### config.mk
export PLATFORM = sky130hd
export DESIGN_NAME = svc_rv_mmio_uart_tx_flat
export DESIGN_NICKNAME = d
export VERILOG_FILES = /design/src/rtl/svc_rv_uart_pkg.sv /design/src/rtl/svc_rv_mmio_uart_tx_if.sv /design/src/rtl/svc_sync_fifo.sv /design/src/rtl/svc_rv_mmio_uart_tx.sv /design/src/flat_wrapper.sv
export SDC_FILE = /design/constraint.sdc
export NUM_CORES = 1
export LEC_CHECK = 0
export ABC_CLOCK_PERIOD_IN_PS = 4100
export BUFFER_PORTS_ARGS = -buffer_cell sky130_fd_sc_hd__buf_2
export CAP_MARGIN = 20
export CORE_ASPECT_RATIO = 1.1
export CORE_MARGIN = 3
export CORE_UTILIZATION = 40
export DETAILED_ROUTE_END_ITERATION = 10
export PLACE_DENSITY_LB_ADDON = 0.3
export RECOVER_POWER = 50
export SLEW_MARGIN = 10
export SYNTH_ARGS = -nofsm -noshare
export SYNTH_HDL_FRONTEND = slang
export SYNTH_SLANG_ARGS = --single-unit
### constraint.sdc
create_clock -name clk -period 4.1 [get_ports clk]
set_input_delay 0.205 -clock clk [delete_from_list [all_inputs] [get_ports clk]]
set_output_delay 0.205 -clock clk [all_outputs]
set_load 0.05 [all_outputs]
### src/rtl/svc_rv_uart_pkg.sv
// rtl/svc_rv_uart_pkg.sv - register map, status bit positions and FSM states for the MMIO UART TX
package svc_rv_uart_pkg;

    localparam logic [1:0] REG_DATA   = 2'd0;
    localparam logic [1:0] REG_STATUS = 2'd1;
    localparam logic [1:0] REG_CLKDIV = 2'd2;
    localparam logic [1:0] REG_RSVD   = 2'd3;

    localparam int ST_FULL      = 0;
    localparam int ST_EMPTY     = 1;
    localparam int ST_BUSY      = 2;
    localparam int ST_COUNT_LSB = 8;
    localparam int ST_OVF       = 16;

    typedef enum logic [1:0] {
        S_IDLE,
        S_START,
        S_DATA,
        S_STOP
    } tx_state_e;

endpackage

### src/rtl/svc_rv_mmio_uart_tx_if.sv
// rtl/svc_rv_mmio_uart_tx_if.sv - SoC MMIO io_* read/write bus between the core and an IO responder
interface svc_rv_mmio_uart_tx_if;
    logic [31:0] io_raddr;
    logic [31:0] io_rdata;
    logic        io_wen;
    logic [31:0] io_waddr;
    logic [31:0] io_wdata;
    logic [3:0]  io_wstrb;

    modport master (
        output io_raddr, io_wen, io_waddr, io_wdata, io_wstrb,
        input  io_rdata
    );

    modport slave (
        input  io_raddr, io_wen, io_waddr, io_wdata, io_wstrb,
        output io_rdata
    );
endinterface

### src/rtl/svc_sync_fifo.sv
// rtl/svc_sync_fifo.sv - single-clock FIFO with fall-through read data; push while full only lands with a pop
module svc_sync_fifo #(
    parameter  int WIDTH = 8,
    parameter  int DEPTH = 8,
    localparam int AW    = $clog2(DEPTH),
    localparam int CW    = AW + 1
) (
    input  logic             clk,
    input  logic             rst_n,
    input  logic             push,
    input  logic [WIDTH-1:0] wdata,
    input  logic             pop,
    output logic [WIDTH-1:0] rdata,
    output logic             full,
    output logic             empty,
    output logic [CW-1:0]    count
);

    logic [WIDTH-1:0] mem_q [DEPTH];
    logic [AW-1:0]    wr_ptr_q, wr_ptr_d;
    logic [AW-1:0]    rd_ptr_q, rd_ptr_d;
    logic [CW-1:0]    count_q, count_d;
    logic             push_ok;
    logic             pop_ok;

    assign full    = (count_q == CW'(DEPTH));
    assign empty   = (count_q == '0);
    assign count   = count_q;
    assign rdata   = mem_q[rd_ptr_q];
    assign pop_ok  = pop && !empty;
    assign push_ok = push && (!full || pop_ok);

    always_comb begin
        wr_ptr_d = wr_ptr_q;
        rd_ptr_d = rd_ptr_q;
        count_d  = count_q;
        if (push_ok) wr_ptr_d = wr_ptr_q + AW'(1);
        if (pop_ok)  rd_ptr_d = rd_ptr_q + AW'(1);
        case ({push_ok, pop_ok})
            2'b10:   count_d = count_q + CW'(1);
            2'b01:   count_d = count_q - CW'(1);
            default: count_d = count_q;
        endcase
    end

    always_ff @(posedge clk or negedge rst_n) begin
        if (!rst_n) begin
            wr_ptr_q <= '0;
            rd_ptr_q <= '0;
            count_q  <= '0;
        end else begin
            wr_ptr_q <= wr_ptr_d;
            rd_ptr_q <= rd_ptr_d;
            count_q  <= count_d;
        end
    end

    // Storage needs no reset: empty pointers hide stale entries.
    always_ff @(posedge clk) begin
        if (push_ok) mem_q[wr_ptr_q] <= wdata;
    end

endmodule

### src/rtl/svc_rv_mmio_uart_tx.sv
// rtl/svc_rv_mmio_uart_tx.sv - MMIO UART transmitter: byte FIFO, status/divider registers, 8N1 serializer
module svc_rv_mmio_uart_tx
    import svc_rv_uart_pkg::*;
#(
    parameter int          FIFO_DEPTH = 8,
    parameter logic [15:0] CLKDIV_RST = 16'd867
) (
    input  logic                   clk,
    input  logic                   rst_n,
    svc_rv_mmio_uart_tx_if.slave   bus,
    output logic                   txd
);

    localparam int CW = $clog2(FIFO_DEPTH) + 1;

    tx_state_e     state_q, state_d;
    logic [15:0]   cnt_q, cnt_d;
    logic [7:0]    shift_q, shift_d;
    logic [2:0]    idx_q, idx_d;
    logic          txd_q, txd_d;
    logic [15:0]   clkdiv_q, clkdiv_d;
    logic          ovf_q, ovf_d;
    logic [31:0]   rdata_q, rdata_d;

    logic          fifo_pop, fifo_full, fifo_empty;
    logic [7:0]    fifo_rdata;
    logic [CW-1:0] fifo_count;
    logic [1:0]    wsel, rsel;
    logic          push_req, bit_end;
    logic [31:0]   status;
    logic          unused;

    assign wsel     = bus.io_waddr[3:2];
    assign rsel     = bus.io_raddr[3:2];
    assign push_req = bus.io_wen && (wsel == REG_DATA) && bus.io_wstrb[0];
    assign bit_end  = (cnt_q == '0);
    assign unused   = ^{bus.io_waddr[31:4], bus.io_waddr[1:0], bus.io_raddr[31:4],
                        bus.io_raddr[1:0], bus.io_wdata[31:17], bus.io_wstrb[3]};

    svc_sync_fifo #(.WIDTH(8), .DEPTH(FIFO_DEPTH)) u_fifo (
        .clk   (clk),
        .rst_n (rst_n),
        .push  (push_req),
        .wdata (bus.io_wdata[7:0]),
        .pop   (fifo_pop),
        .rdata (fifo_rdata),
        .full  (fifo_full),
        .empty (fifo_empty),
        .count (fifo_count)
    );

    always_comb begin
        status                        = '0;
        status[ST_FULL]               = fifo_full;
        status[ST_EMPTY]              = fifo_empty;
        status[ST_BUSY]               = (state_q != S_IDLE) || !fifo_empty;
        status[ST_COUNT_LSB +: CW]    = fifo_count;
        status[ST_OVF]                = ovf_q;

        case (rsel)
            REG_STATUS: rdata_d = status;
            REG_CLKDIV: rdata_d = {16'h0, clkdiv_q};
            default:    rdata_d = '0;
        endcase

        ovf_d = ovf_q;
        if (push_req && fifo_full && !fifo_pop)
            ovf_d = 1'b1;
        else if (bus.io_wen && (wsel == REG_STATUS) && bus.io_wstrb[2] && bus.io_wdata[ST_OVF])
            ovf_d = 1'b0;

        clkdiv_d = clkdiv_q;
        if (bus.io_wen && (wsel == REG_CLKDIV)) begin
            if (bus.io_wstrb[0]) clkdiv_d[7:0]  = bus.io_wdata[7:0];
            if (bus.io_wstrb[1]) clkdiv_d[15:8] = bus.io_wdata[15:8];
        end
    end

    // Every bit boundary reloads the counter from CLKDIV, so divider writes apply on the next bit.
    always_comb begin
        state_d  = state_q;
        cnt_d    = cnt_q;
        shift_d  = shift_q;
        idx_d    = idx_q;
        fifo_pop = 1'b0;
        case (state_q)
            S_IDLE: begin
                if (!fifo_empty) begin
                    fifo_pop = 1'b1;
                    shift_d  = fifo_rdata;
                    cnt_d    = clkdiv_q;
                    state_d  = S_START;
                end
            end
            S_START: begin
                if (bit_end) begin
                    cnt_d   = clkdiv_q;
                    idx_d   = 3'd0;
                    state_d = S_DATA;
                end else begin
                    cnt_d = cnt_q - 16'd1;
                end
            end
            S_DATA: begin
                if (bit_end) begin
                    cnt_d   = clkdiv_q;
                    shift_d = shift_q >> 1;
                    idx_d   = idx_q + 3'd1;
                    if (idx_q == 3'd7) state_d = S_STOP;
                end else begin
                    cnt_d = cnt_q - 16'd1;
                end
            end
            S_STOP: begin
                if (bit_end) begin
                    if (!fifo_empty) begin
                        fifo_pop = 1'b1;
                        shift_d  = fifo_rdata;
                        cnt_d    = clkdiv_q;
                        state_d  = S_START;
                    end else begin
                        state_d = S_IDLE;
                    end
                end else begin
                    cnt_d = cnt_q - 16'd1;
                end
            end
            default: state_d = S_IDLE;
        endcase

        case (state_d)
            S_START: txd_d = 1'b0;
            S_DATA:  txd_d = shift_d[0];
            default: txd_d = 1'b1;
        endcase
    end

    always_ff @(posedge clk or negedge rst_n) begin
        if (!rst_n) begin
            state_q  <= S_IDLE;
            cnt_q    <= '0;
            shift_q  <= '0;
            idx_q    <= '0;
            txd_q    <= 1'b1;
            clkdiv_q <= CLKDIV_RST;
            ovf_q    <= 1'b0;
            rdata_q  <= '0;
        end else begin
            state_q  <= state_d;
            cnt_q    <= cnt_d;
            shift_q  <= shift_d;
            idx_q    <= idx_d;
            txd_q    <= txd_d;
            clkdiv_q <= clkdiv_d;
            ovf_q    <= ovf_d;
            rdata_q  <= rdata_d;
        end
    end

    assign txd          = txd_q;
    assign bus.io_rdata = rdata_q;

endmodule

### src/flat_wrapper.sv
// flat-port wrapper written by rule: the top's interface ports become plain ports
module svc_rv_mmio_uart_tx_flat import svc_rv_uart_pkg::*;
#(
    parameter int          FIFO_DEPTH = 8,
    parameter logic [15:0] CLKDIV_RST = 16'd867
)
  (clk, rst_n, txd, bus_io_raddr, bus_io_wen, bus_io_waddr, bus_io_wdata, bus_io_wstrb, bus_io_rdata);
  svc_rv_mmio_uart_tx_if bus_i ();
  input  logic clk;
  input  logic rst_n;
  output logic txd;
  input wire logic [$bits(bus_i.io_raddr)-1:0] bus_io_raddr;
  input wire logic [$bits(bus_i.io_wen)-1:0] bus_io_wen;
  input wire logic [$bits(bus_i.io_waddr)-1:0] bus_io_waddr;
  input wire logic [$bits(bus_i.io_wdata)-1:0] bus_io_wdata;
  input wire logic [$bits(bus_i.io_wstrb)-1:0] bus_io_wstrb;
  output wire logic [$bits(bus_i.io_rdata)-1:0] bus_io_rdata;
  assign bus_i.io_raddr = bus_io_raddr;
  assign bus_i.io_wen = bus_io_wen;
  assign bus_i.io_waddr = bus_io_waddr;
  assign bus_i.io_wdata = bus_io_wdata;
  assign bus_i.io_wstrb = bus_io_wstrb;
  assign bus_io_rdata = bus_i.io_rdata;
  svc_rv_mmio_uart_tx #(.FIFO_DEPTH(FIFO_DEPTH), .CLKDIV_RST(CLKDIV_RST)) u_core (.clk(clk), .rst_n(rst_n), .bus(bus_i), .txd(txd));
endmodule
# Word-level counts from Yosys, hierarchy flattened
# Memory sizes are Yosys's and may differ from the RTL's.
# Cells that the tools add are included.
totals:
  ff_bits: 89
  ramBits: 64
  inputBits: 103
  output_inout_bits: 33
  elab_cells: 93
  memories: 1
memory_table:
  columns: ["memory", "depth", "width", "read_ports", "rd_ports_with_merged_regs", "wr", "line", "source"]
  rows:
  - ["u_core.u_fifo.mem_q", 8, 8, 1, 0, 1, "svc_sync_fifo.sv:19", "logic [WIDTH-1:0] mem_q [DEPTH];"]
classes:
  addsub: 6
  eq_ne: 16
  n_mux: 28
  reduce_logical: 29
ops:
  columns: ["cell", "count"]
  rows:
  - ["$mux 16", 3]
  - ["$pmux 16 s3", 1]
  - ["$pmux 17 s2", 1]
  - ["$mux 8", 3]
  - ["$pmux 8 s3", 1]
  - ["$logic_not 16->1", 1]
  - ["$sub 16x1->16 const B", 1]
  - ["$eq 2x2->1 const B", 6]
  - ["$eq 2x1->1 const B", 5]
  - ["$logic_and 1x1->1", 10]
  - ["$mux 2", 5]
  - ["$add 3x1->3 const B", 3]
  - ["$pmux 2 s4", 1]
  - ["$pmux 4 s2", 1]
  - ["$reduce_bool 2->1", 4]
  - ["$mux 1", 7]
  - ["$mux 3", 2]
  - ["$ne 2x1->1 const B", 3]
  - ["$pmux 3 s2", 1]
  - ["$reduce_and 3->1", 2]
  - ["$add 4x1->4 const B", 1]
  - ["$eq 4x4->1 const B", 1]
  - ["$logic_not 2->1", 2]
  - ["$logic_not 4->1", 1]
  - ["8 further kinds", 13]

# Depth between registers and ports, before layout
# Gate-level depths: netlist of the first run.
logic_depth:
  word_depth: 9
  depth_mapped: 12
  ltp_nobuf: 11

# By module
# Synthesis of the first run repeated with hierarchy kept, for this count alone.
hier_totals:
  hier_cells: 491
  area_unflattened_um2: 6656.4
modules_own_cells:
  columns: ["module", "instances", "cells_each", "area_each_um2", "seq_area_each_um2"]
  rows:
  - ["svc_rv_mmio_uart_tx", 1, 331, 3577.2, 1610.3]
  - ["svc_sync_fifo", 1, 160, 3079.2, 2172.1]

# Least setup slack after synthesis of the first run
# Ideal clock, no wire load.
synth_timing:
  kind: "register to register"
  start: "reg u_core.cnt_q[0]"
  end: "mem u_core.u_fifo.mem_q[0][0] (enable)"
  setup_time_ns: 0.395
  t_arrival_ns: 2.558
  required_ns: 3.705
  path_slack_ns: 1.147
  path_stages_with_launch: 9
  path_buffers: 1
  synth_period_minus_slack_ns: 2.953
  cell_sequence: "dfrtp_1 > inv_1 > ha_1 > nor3b_2 > and4_1 > buf_6 > a211o_1 > nand3_1 > nor4_1"
synth_between:
  elab_chain_len: 8
synth_rtl:
  columns: ["item", "line", "source"]
  rows:
  - ["from (decl)", "svc_rv_mmio_uart_tx.sv:17", "logic [15:0] cnt_q, cnt_d;"]
  - ["from (signal assigned)", "svc_rv_mmio_uart_tx.sv:150", "cnt_q <= cnt_d;"]
  - ["$logic_not 16->1", "svc_rv_mmio_uart_tx.sv:36", "assign bit_end = (cnt_q == '0);"]
  - ["$mux 1", "svc_rv_mmio_uart_tx.sv:115", "if (bit_end) begin"]
  - ["$pmux 1 s2", "svc_rv_mmio_uart_tx.sv:86", "case (state_q)"]
  - ["$logic_and 1x1->1", "svc_sync_fifo.sv:30", "assign pop_ok = pop && !empty;"]
  - ["$logic_or 1x1->1", "svc_sync_fifo.sv:31", "assign push_ok = push && (!full || pop_ok);"]
  - ["$logic_and 1x1->1", "svc_sync_fifo.sv:31", null]
  - ["$mux 1", "svc_sync_fifo.sv:60", "if (push_ok) mem_q[wr_ptr_q] <= wdata;"]
  - ["$mux 1 (not written as such)", "svc_sync_fifo.sv:60", null]
  - ["to (decl)", "svc_sync_fifo.sv:19", null]
# No other way between the ends.

# Final worst setup path of the first run
layout_timing:
  start: "reg u_core.cnt_q[0]"
  end: "reg u_core.u_fifo.count_q[1] (netlist: u_core.u_fifo.count[1])"
layout_between:
  elab_chain_len: 8
  elab_cells_between_ends: 10
  cone_classes: "2 x eq/ne; 3 x mux; 5 x reduce/logical"
layout_rtl:
  columns: ["item", "line", "source"]
  rows:
  - ["$logic_not 16->1 *", "svc_rv_mmio_uart_tx.sv:36", null]
  - ["$mux 1 *", "svc_rv_mmio_uart_tx.sv:115", null]
  - ["$pmux 1 s2 *", "svc_rv_mmio_uart_tx.sv:86", null]
  - ["$logic_and 1x1->1 *", "svc_sync_fifo.sv:30", null]
  - ["$logic_or 1x1->1", "svc_sync_fifo.sv:31", null]
  - ["$logic_and 1x1->1", "svc_sync_fifo.sv:31", null]
  - ["$eq 2x1->1 / $eq 2x2->1 (equally long branches)", "svc_sync_fifo.sv:39", "case ({push_ok, pop_ok})"]
  - ["$pmux 4 s2 *", "svc_sync_fifo.sv:39", null]
  - ["via u_core.u_fifo.count_d[1]", "svc_sync_fifo.sv:22", "logic [CW-1:0] count_q, count_d;"]
  - ["to (signal assigned)", "svc_sync_fifo.sv:54", "count_q <= count_d;"]
  - ["to (decl)", "svc_sync_fifo.sv:22", null]
# Mark *: on every way through the listed nets, which the timed path passes. The rest lies on a longest branch.
# A chain may end at the register's enable or synchronous reset.

==> results.sh, run 1 <==
export IMPL_worstPathArrival_ns=3.45
export IMPL_drive_gt1_share_pct=19.80
export IMPL_maxSlewViolCount=75
export IMPL_via_per_inst=5.547
export IMPL_rsz0062_at_grt="false"
export IMPL_track_usage_pct=16.71
export IMPL_netlist_instances=522
export IMPL_wl_mm=13.98
export IMPL_numCtsBuffers=17
export IMPL_clk_transition_reported_paths_ns=0.06
export IMPL_p_switching_mw=1.940
export IMPL_route_detailed_drc=0
export IMPL_clockBufferDepth=2
export IMPL_max_freq_mhz=318.4
export IMPL_rows=48
export IMPL_antenna_cells=0
export IMPL_cts_sinks=138
export IMPL_outcome="complete, but fails checks"
export IMPL_synth_area_sq_mm=0.006558
export IMPL_syn2layout_area_growth_pct=15.49
export IMPL_p_int_mw=3.342
export IMPL_slew_headroom_pct=-24.50
export IMPL_dp_cells=745
export IMPL_seqPwrFrac_pct=38.2
export IMPL_tightestPinTransition_ns=1.868
export IMPL_ys_seq_elements=138
export IMPL_cp_data_required_time_ns=4.40
export IMPL_setup_violations=0
export IMPL_die_h_um=140.3
export IMPL_final_nets=689
export IMPL_async_reset_ff_share_pct=53.62
export IMPL_cts_tree="built"
export IMPL_synth_ff_type="dfrtp_1"
export IMPL_fin_crit_sh_pct=76.60
export IMPL_hold_viol=0
export IMPL_cts_setup_buffers=0
export IMPL_die_area_sq_mm=0.01797
export IMPL_htreeDepth=4
export IMPL_drv_cap=1
export IMPL_yosys_warnings=0
export IMPL_period_needed_ns=3.140
export IMPL_hold_class="in2reg"
export IMPL_grt_pass1_vias=4401
export IMPL_port_buffer_count=44
export IMPL_syn_avg_cell_area_sq_um=12.56
export IMPL_core_sq_mm=0.01586
export IMPL_pwr_share_comb_pct=33.4
export IMPL_final_util_pct=47.77
export IMPL_failed_checks="capacitance limit, slew limit"
export IMPL_skew_ns=0.006703
export IMPL_swShare_pct=36.73
export IMPL_overflow=0
export IMPL_io_pins=136
export IMPL_fin_tns_setup_ns=0
export IMPL_cts_hold_fix_buffers=7
export IMPL_leakage_nw=2.988
export IMPL_crit_fanout=15
export IMPL_end_kind="flip-flop"
export IMPL_vias=4360
export IMPL_dieWidth_um=128.1
export IMPL_start_util_pct=41.36
export IMPL_cts_root_buf="clkbuf_16"
export IMPL_worstSkewPairLatency_ns=0.42
export IMPL_dr_pass1_iters=5
export IMPL_peakVddDrop_v=0.0004387
export IMPL_path_class="reg2reg"
export IMPL_p_per_area_mw_per_mm2=697.4
export IMPL_antenna_found_initial=0
export IMPL_place_congestion=0.8557
export IMPL_grt_pass1_wl_mm=23.36
export IMPL_drtIter0Drc=276
export IMPL_drt_wirelength_per_cell_um=17.79
export IMPL_grt_max_degree=75
export IMPL_synth_cell_types=62
export IMPL_yosysSeqAreaShare_pct=57.68
export IMPL_dp_hpwl_mm=9.558
export IMPL_clockPowerShare_pct=28.4
export IMPL_synth_edf_count=64
export IMPL_fin_cells=786
export IMPL_hold_ws_ns=0.01859
export IMPL_startpoint_type="flip-flop"
export IMPL_cts_repair_resized=0
export IMPL_antenna_left=0
## Yosys cell counts, drive strengths merged (2+ instances only)
cell / number / area (sq um)
o22ai: 17 / 106.4
nand4: 4 / 25.02
o32ai: 3 / 33.79
dfstp: 7 / 183.9
o31ai: 4 / 30.03
dfrtp: 67 / 1677
a21oi: 25 / 136.4
a211oi: 7 / 52.55
mux2i: 21 / 210.2
nor2: 49 / 186.4
ha: 13 / 162.7
clkbuf: 22 / 82.58
edfxtp: 64 / 1922
or2: 5 / 31.28
o21ai: 19 / 95.09
nand2: 27 / 101.4
nor3b: 2 / 20.02
a22oi: 11 / 82.58
nand2b: 3 / 18.77
nand3: 4 / 20.02
a211o: 2 / 17.52
nand4b: 2 / 17.52
buf: 22 / 151.4
xor2: 6 / 52.55
xnor2: 12 / 105.1
nor3: 10 / 50.05
inv: 12 / 45.04
mux2: 19 / 214.0
or4: 4 / 33.78
and2: 11 / 68.82
nor4: 7 / 80.07
a31oi: 9 / 56.30
mux4: 16 / 360.4
## sequential cells by signal, summed over array words and instances (netlist names)
| name | cells |
|---|---|
| u_core.bus.io_rdata | 17 |
| u_core.clkdiv_q | 16 |
| u_core.cnt_q | 16 |
| u_core.idx_q | 3 |
| u_core.ovf_q | 1 |
| u_core.shift_q | 8 |
| u_core.state_q | 2 |
| u_core.txd | 1 |
| u_core.u_fifo.count | 4 |
| u_core.u_fifo.mem_q | 64 |
| u_core.u_fifo.rd_ptr_q | 3 |
| u_core.u_fifo.wr_ptr_q | 3 |
## worst max-delay path: stages (launching register included)
cell     delay [ns]
dfrtp_1        0.41
inv_1          0.09
ha_1           0.18
nor3b_2        0.39
and4_1         0.36
a21oi_4        0.15
or4_4          0.55
xnor2_1        0.15
ha_1           0.30
a21oi_1        0.14
nor2_1         0.05
a211o_1        0.26
## power groups by stage
stage          Combinational (mW)  Clock, mW  Sequential [mW]
3_5_place_dp                 1.69          0             2.07
5_1_grt                      1.97       1.59             2.06
6_report                     1.76       1.50             2.02
3_3_place_gp                 1.65          0             2.06
4_1_cts                      1.71       1.53             2.05
2_1_floorplan                1.44          0             1.92
## area by class of cell
| cell class | count | area [sq um] |
|---|---|---|
| clock buffer | 17 | 425.4 |
| clock inverter | 15 | 157.7 |
| fill | 1430 | 8282 |
| inverter | 12 | 45.04 |
| multi-input combinational | 342 | 2549 |
| sequential | 138 | 3782 |
| tap | 200 | 250.2 |
| timing repair buffer | 62 | 364.1 |
## layer usage
metal | up-vias | global-route usage (%) | routed length [um]
met5 | - | 0 | 0
met4 | 0 | 6.257 | 288
met3 | 21 | 4.272 | 675
met2 | 123 | 27.11 | 7016
met1 | 2189 | 21.62 | 6001
li1 | 2027 | - | -
## logic make-up after synthesis
group                    Yosys count  synth area share, %
flip-flops                       138                57.68
AND/OR/NAND/NOR                  133                10.55
AO/OA/AOI/OAI                    107                10.61
multiplexers                      56                11.96
buffers and inverters             56                4.255
XOR/XNOR                          18                2.404
adder cells (fa/ha/maj)           13                2.481
other                              1              0.05719
## final timing paths
path,start,to,slack (ns),depth (start not counted)
worst min-delay path,bus_io_wdata[11],u_core.clkdiv_q[11],0.02,2
worst max register to register,u_core.cnt_q[0],u_core.u_fifo.count[1],0.96,11
worst min register to register,u_core.ovf_q,u_core.ovf_q,0.49,1
max in group asynchronous,rst_n,u_core.cnt_q[4],2.15,2
min in group asynchronous,rst_n,u_core.clkdiv_q[12],0.84,2
worst max-delay path,u_core.cnt_q[0],u_core.u_fifo.count[1],0.96,11
## stage by stage
step	setup slack [ns]	power (mW)	area, sq um
after floorplan	1.147	3.366	6610
after global placement	1.003	3.708	6917
after detailed placement	0.9784	3.762	6917
after CTS	0.9597	5.290	7570
after global routing	0.7204	5.618	7574
final	0.9596	5.282	7574
## cell usage in the layout (no fill, tap or decap), types with 9 or more instances in the layout
cell       synthesis  layout
buf_2              4      20
clkbuf_16          0      17
conb_1             1      15
a21oi_1           24      24
mux4_2            16      16
buf_4             15      10
o22ai_1           17      17
a22oi_1           11      11
dfrtp_1           67      67
xnor2_1           12      12
mux2_2            19      19
edfxtp_1          64      64
mux2i_1           21      21
ha_1              13      13
clkbuf_1          22      23
nor2_1            48      48
o21ai_0           17      17
nor3_1            10      10
nand2_1           27      27
inv_1             12      12
a31oi_1            9       9
No activity file was read; power rests on OpenSTA's default activity.
==> run 2, diff against run 1 <==
ABC_CLOCK_PERIOD_IN_PS = 2600   (was 4100)
clock period = 2.6 ns   (was 4.1 ns; I/O delays follow)
==> run 2 against run 1 <==
Effect of this change:
- the run still ends with capacitance limit, slew limit left
- largest cell class unchanged
- non-clock buffer count rose by 42
- core utilization rose by 2.2 points
- via count rose by 2.9%
- combinational power rose by 89%
- largest power group is now combinational logic
- global-route usage rose by 0.72 points
- sequential share of layout area fell by 2.2 points
==> results.sh, run 2 (same netlist as run 1, synthesis figures left out) <==
export IMPL_p_int_mw=5.529
export IMPL_drive_gt1_share_pct=25.32
export IMPL_crit_fanout=2
export IMPL_antenna_cells=0
export IMPL_dieWidth_um=128.1
export IMPL_max_freq_mhz=398.0
export IMPL_overflow=0
export IMPL_numCtsBuffers=17
export IMPL_rsz0062_at_grt="true"
export IMPL_slew_headroom_pct=-21.77
export IMPL_final_common_cell="dfrtp_1"
export IMPL_skew_ns=0.01254
export IMPL_drv_cap=1
export IMPL_path_class="reg2reg"
export IMPL_cts_root_buf="clkbuf_16"
export IMPL_via_per_inst=5.418
export IMPL_end_kind="flip-flop"
export IMPL_design_power_total_mw=8.659
export IMPL_cp_data_required_time_ns=2.91
export IMPL_peakVddDrop_v=0.0006068
export IMPL_final_cell_mix="dfrtp_1, edfxtp_1, buf_4"
export IMPL_pwr_share_comb_pct=38.4
export IMPL_route_detailed_drc=0
export IMPL_rows=48
export IMPL_clockPowerShare_pct=25.9
export IMPL_swShare_pct=36.15
export IMPL_cts_sinks=138
export IMPL_vias=4486
export IMPL_worstPathArrival_ns=2.82
export IMPL_grt_max_degree=75
export IMPL_outcome="complete, but fails checks"
export IMPL_hold_viol=0
export IMPL_drtIter0Drc=293
export IMPL_cts_tree="built"
export IMPL_critPathMaxStageDelay_ns=0.44
export IMPL_period_needed_ns=2.512
export IMPL_wl_mm=14.68
export IMPL_place_congestion=0.8694
export IMPL_dp_hpwl_mm=10.04
export IMPL_seqPwrFrac_pct=35.7
export IMPL_clk_transition_reported_paths_ns=0.06
export IMPL_largest_register_ffs=64
export IMPL_cp_slowest_cell="or4_4"
export IMPL_io_pins=136
export IMPL_antenna_left=0
export IMPL_start_util_pct=41.36
export IMPL_core_sq_mm=0.01586
export IMPL_syn2layout_area_growth_pct=20.70
export IMPL_drt_wirelength_per_cell_um=17.73
export IMPL_startpoint_type="flip-flop"
export IMPL_failed_checks="capacitance limit, slew limit"
export IMPL_htreeDepth=4
export IMPL_dr_pass1_iters=7
export IMPL_antenna_found_initial=0
export IMPL_setup_violations=0
export IMPL_clockBufferDepth=2
export IMPL_maxSlewViolCount=75
export IMPL_fin_ws_ns=0.08765
export IMPL_die_h_um=140.3
export IMPL_tightestPinTransition_ns=1.827
export IMPL_die_area_sq_mm=0.01797
export IMPL_leakage_nw=3.178
export IMPL_fin_crit_sh_pct=96.63
export IMPL_place_ws_ns=-0.03856
export IMPL_path_cells="inv_1 -> ha_2 -> nor3b_4 -> and4_4 -> a21oi_4 -> or4_4 -> xnor2_2 -> ha_4 -> a21oi_2 -> nor2_1 -> a211o_1"
export IMPL_grt_pass1_vias=4616
export IMPL_port_buffer_count=44
export IMPL_final_nets=731
export IMPL_grt_pass1_wl_mm=24.13
export IMPL_p_per_area_mw_per_mm2=1094
export IMPL_regMostFlops="u_core.u_fifo.mem_q"
export IMPL_track_usage_pct=17.43
export IMPL_hold_class="in2reg"
export IMPL_worstSkewPairLatency_ns=0.42
export IMPL_p_switching_mw=3.130
run 2: cell count changes in the layout (fill, tap and decap cells not counted), moves of 3 or more:
cell / change
inv_8: -3
buf_4: +40
clkbuf_1: +4
clkinv_1: +3
buf_2: -3
run 2: path summary, 6_finish.rpt:
check,cells after the start,slack (ns),endpoint,start
setup / recovery,11,0.09,u_core.u_fifo.count[1],u_core.cnt_q[1]
hold / removal,3,0.02,u_core.ovf_q,bus_io_waddr[2]
setup reg to reg,11,0.09,u_core.u_fifo.count[1],u_core.cnt_q[1]
hold reg to reg,1,0.50,u_core.ovf_q,u_core.ovf_q
max in group asynchronous,2,0.77,u_core.u_fifo.count[2],rst_n
min in group asynchronous,2,0.75,u_core.clkdiv_q[10],rst_n
run 2: area by class of cell:
cell class / count / area (sq um)
Inverter: 12 / 45.04
Clock inverter: 14 / 123.9
Multi-Input combinational cell: 342 / 2611
Fill cell: 1384 / 7940
Tap cell: 200 / 250.2
Clock buffer: 18 / 429.2
Sequential cell: 138 / 3782
Timing Repair Buffer: 104 / 673.1
run 2: layer usage:
| layer | wire length (um) | share of wire, % | global-route usage [%] | vias to the layer above |
|---|---|---|---|---|
| li1 | - | - | - | 2112 |
| met1 | 6285 | 43 | 22.05 | 2258 |
| met2 | 7623 | 52 | 29.32 | 100 |
| met3 | 562 | 3.8 | 4.348 | 16 |
| met4 | 212 | 1.4 | 5.642 | 0 |
| met5 | 0 | 0 | 0 | - |
run 2: timing repair:
item | 4_1_cts | 5_1_grt
hold buffers | 9 | 0
setup endpoints to repair | 8 | 32
hold endpoints to repair | 75 | 0
pin swaps | 1 | 3
buffers inserted | 2 | 0
gates cloned | 0 | 0
resized for setup | 5 | 5
run 2: stage by stage:
step | instance area, sq um | hold WS, ns | setup TNS [ns] | utilization (%) | cells
after CTS | 7925 | 0.006450 | 0 | 49.98 | 828
after floorplan | 6628 | -0.1656 | -3.272 | - | 536
after global placement | 7247 | 0.3222 | -0.006668 | 45.71 | 785
final | 7915 | 0.02237 | 0 | 49.92 | 828
after global routing | 7915 | 0.04243 | -0.06175 | 49.92 | 828
after detailed placement | 7247 | 0.3316 | -0.03856 | 45.71 | 785
run 2: power by group through the flow:
stage | logic [mW] | clock network (mW) | registers (mW)
floorplan | 2.29 | 0 | 3.04
global placement | 3.15 | 0 | 3.10
detailed placement | 3.23 | 0 | 3.11
CTS | 3.32 | 2.29 | 3.08
global route | 3.69 | 2.38 | 3.15
finish | 3.33 | 2.24 | 3.09
run 2: worst max-delay path: cells and delay by family, from the launching register on:
kind,cells,cell delay [ns]
AO/OA/AOI/OAI,3,0.40
XOR/XNOR,1,0.18
AND/OR/NAND/NOR,4,0.96
flip-flops,1,0.38
adder cells (fa/ha/maj),2,0.40
buffers and inverters,1,0.08
==> run 3, diff against run 2 <==
SYNTH_HIERARCHICAL = 1   (was unset)
==> run 3 against run 2 <==
Effect of this change:
- first-iteration DRC count fell by 15%
- fmax decreased by 21%
- synthesized area up 1.5%
- count of clock-buffer cells in the layout unchanged
- final cell count down 0.60%
- via count fell by 1.6%
- non-clock buffer count increased by 22
- the run ends with capacitance limit, slew limit, setup timing left
- final area rose by 7.1%
- critical path depth rose by 3
- register-to-register slack lost 0.67 ns
- total power rose by 13%
- synthesized cell count shrank 5.9%
==> results.sh, run 3 <==
export IMPL_worstPathArrival_ns=3.46
export IMPL_setup_violations=68
export IMPL_dp_hpwl_mm=10.26
export IMPL_fin_ws_ns=-0.5855
export IMPL_design_power_total_mw=9.751
export IMPL_yosys_area_top_type="edfxtp_1"
export IMPL_final_cell_mix="dfrtp_1, edfxtp_1, buf_4"
export IMPL_synth_most_common_cell="dfrtp_1"
export IMPL_track_usage_pct=16.75
export IMPL_start_util_pct=41.67
export IMPL_cp_data_required_time_ns=2.88
export IMPL_htreeDepth=4
export IMPL_cts_sinks=138
export IMPL_grt_max_degree=75
export IMPL_rows=48
export IMPL_dp_cells=771
export IMPL_fin_tns_setup_ns=-13.92
export IMPL_largest_register_ffs=64
export IMPL_grt_pass1_vias=4669
export IMPL_overflow=0
export IMPL_grt_pass1_wl_mm=23.91
export IMPL_clockBufferDepth=2
export IMPL_synth_top_cells_by_count="dfrtp_1, edfxtp_1, mux2_2"
export IMPL_final_nets=730
export IMPL_clk_transition_reported_paths_ns=0.06
export IMPL_antenna_left=0
export IMPL_final_common_cell="dfrtp_1"
export IMPL_dieWidth_um=129.0
export IMPL_syn_avg_cell_area_sq_um=13.56
export IMPL_synth_ff_type="dfrtp_1"
export IMPL_outcome="complete, but fails checks"
export IMPL_netlist_instances=491
export IMPL_drtIter0Drc=248
export IMPL_via_per_inst=5.365
export IMPL_place_ws_ns=-0.6471
export IMPL_port_buffer_count=44
export IMPL_hold_viol=0
export IMPL_hold_ws_ns=0.05020
export IMPL_tightestPinTransition_ns=1.877
export IMPL_failed_checks="capacitance limit, slew limit, setup timing"
export IMPL_fin_crit_sh_pct=122.5
export IMPL_p_per_area_mw_per_mm2=1150
export IMPL_hold_class="in2reg"
export IMPL_antenna_cells=0
export IMPL_worstSkewPairLatency_ns=0.41
export IMPL_cts_tree="built"
export IMPL_yosysSeqAreaShare_pct=56.82
export IMPL_synth_top_cell_area_share_pct=28.87
export IMPL_cts_root_buf="clkbuf_16"
export IMPL_cp_endpoint="u_core/u_fifo/count[3]"
export IMPL_ys_seq_elements=138
export IMPL_skew_ns=0.005975
export IMPL_drive_gt1_share_pct=35.15
export IMPL_end_kind="flip-flop"
export IMPL_r2r_slack_ns=-0.59
export IMPL_r2r_end="u_core/u_fifo/count[3]"
export IMPL_cp_startpoint="u_core/cnt_q[0]"
export IMPL_timing_rr_start="u_core/cnt_q[0]"
export IMPL_dr_pass1_iters=5
export IMPL_synth_edf_count=64
export IMPL_async_reset_ff_share_pct=53.62
export IMPL_synth_cell_types=69
export IMPL_vias=4415
export IMPL_r2r_worst_path_cells=14
export IMPL_synth_area_leaders="edfxtp_1, dfrtp_1, mux4_2"
export IMPL_core_sq_mm=0.01598
export IMPL_crit_fanout=4
export IMPL_route_detailed_drc=0
export IMPL_die_h_um=141.3
export IMPL_maxSlewViolCount=75
export IMPL_io_pins=136
export IMPL_synth_area_sq_mm=0.006656
export IMPL_slew_headroom_pct=-25.12
export IMPL_drv_cap=1
export IMPL_fin_cells=823
export IMPL_period_needed_ns=3.186
export IMPL_max_freq_mhz=313.9
export IMPL_place_congestion=0.8117
export IMPL_rsz0062_at_grt="true"
export IMPL_numCtsBuffers=17
export IMPL_wl_mm=14.68
export IMPL_drt_wirelength_per_cell_um=17.83
export IMPL_antenna_found_initial=0
export IMPL_leakage_nw=3.353
export IMPL_die_area_sq_mm=0.01823
export IMPL_startpoint_type="flip-flop"
export IMPL_path_class="reg2reg"
export IMPL_yosys_warnings=6
export IMPL_syn2layout_area_growth_pct=27.35
export IMPL_regMostFlops="u_core/u_fifo/mem_q"
export IMPL_peakVddDrop_v=0.0008880
==> run 3: cells by family (layout without fill, tap and decap cells) <==
logic type | after synthesis | after routing | synth area share [%]
other | 1 | 15 | 0.05634
xor gates and xnor gates | 16 | 16 | 2.105
muxes | 66 | 66 | 13.83
AOI/OAI and AO/OA | 96 | 96 | 10.53
and+or+nand+nor | 102 | 102 | 8.985
buffers and inverters | 55 | 173 | 4.361
DFF | 138 | 138 | 56.82
adders and majority gates | 17 | 17 | 3.308
==> run 3: area by class of cell <==
type	count	area (sq um)
flip-flops and latches	138	3782
fillers	1320	7498
clock inverters	14	183.9
clock buffers	18	429.2
inverters	15	56.30
multi-input cells	312	2867
repair buffers	126	908.4
well taps	200	250.2
==> run 3: worst min path at each step <==
stage | depth (start not counted) | endpoint | slack [ns] | start
final | 3 | u_core/ovf_q | 0.05 | bus_io_waddr[2]
after global routing | 3 | u_core/ovf_q | 0.04 | bus_io_waddr[2]
after CTS | 1 | u_core/u_fifo/mem_q[0][5] | 0.002 | bus_io_wdata[5]
after detailed placement | 1 | u_core/state_q[0] | 0.35 | rst_n
after global placement | 1 | u_core/idx_q[2] | 0.34 | rst_n
after floorplan | 0 | u_core/bus.io_rdata[0] | -0.17 | rst_n
==> run 3: critical path: stages, from the launching register on <==
cell      delay, ns
dfrtp_1        0.39
inv_2          0.08
ha_4           0.12
or3b_4         0.39
nor4_4         0.36
a21oi_4        0.11
nor3_4         0.18
buf_6          0.15
o41ai_4        0.08
inv_2          0.09
ha_4           0.16
ha_4           0.20
or4b_4         0.49
o311ai_4       0.08
o211ai_1       0.14
==> run 3: repair_timing <==
item                       4_1_cts  5_1_grt
pin swaps                        9       13
gates resized for setup         16       12
hold endpoints to repair        83        0
setup buffers                    9        2
setup endpoints to repair       69       86
hold buffers                    10        0
==> run 3: where the power goes <==
group	leakage, nW	switching [mW]	internal (mW)
registers	1.51	0.378	2.68
clock network	0.293	0.962	1.53
logic	1.55	2.12	2.08
==> run 3: metal layers <==
metal / vias to the layer above / wire (um) / track usage, %
met3: 15 / 494 / 3.765
met2: 88 / 7785 / 28.66
li1: 2076 / - / -
met1: 2236 / 6176 / 20.96
met4: 0 / 220 / 5.638
met5: - / 0 / 0
==> run 3: metrics by stage <==
stage | cell area (sq um) | utilization [%]
global route | 8477 | 53.06
finish | 8477 | 53.06
detailed placement | 7590 | 47.51
global placement | 7590 | 47.51
floorplan | 6837 | -
CTS | 8449 | 52.89
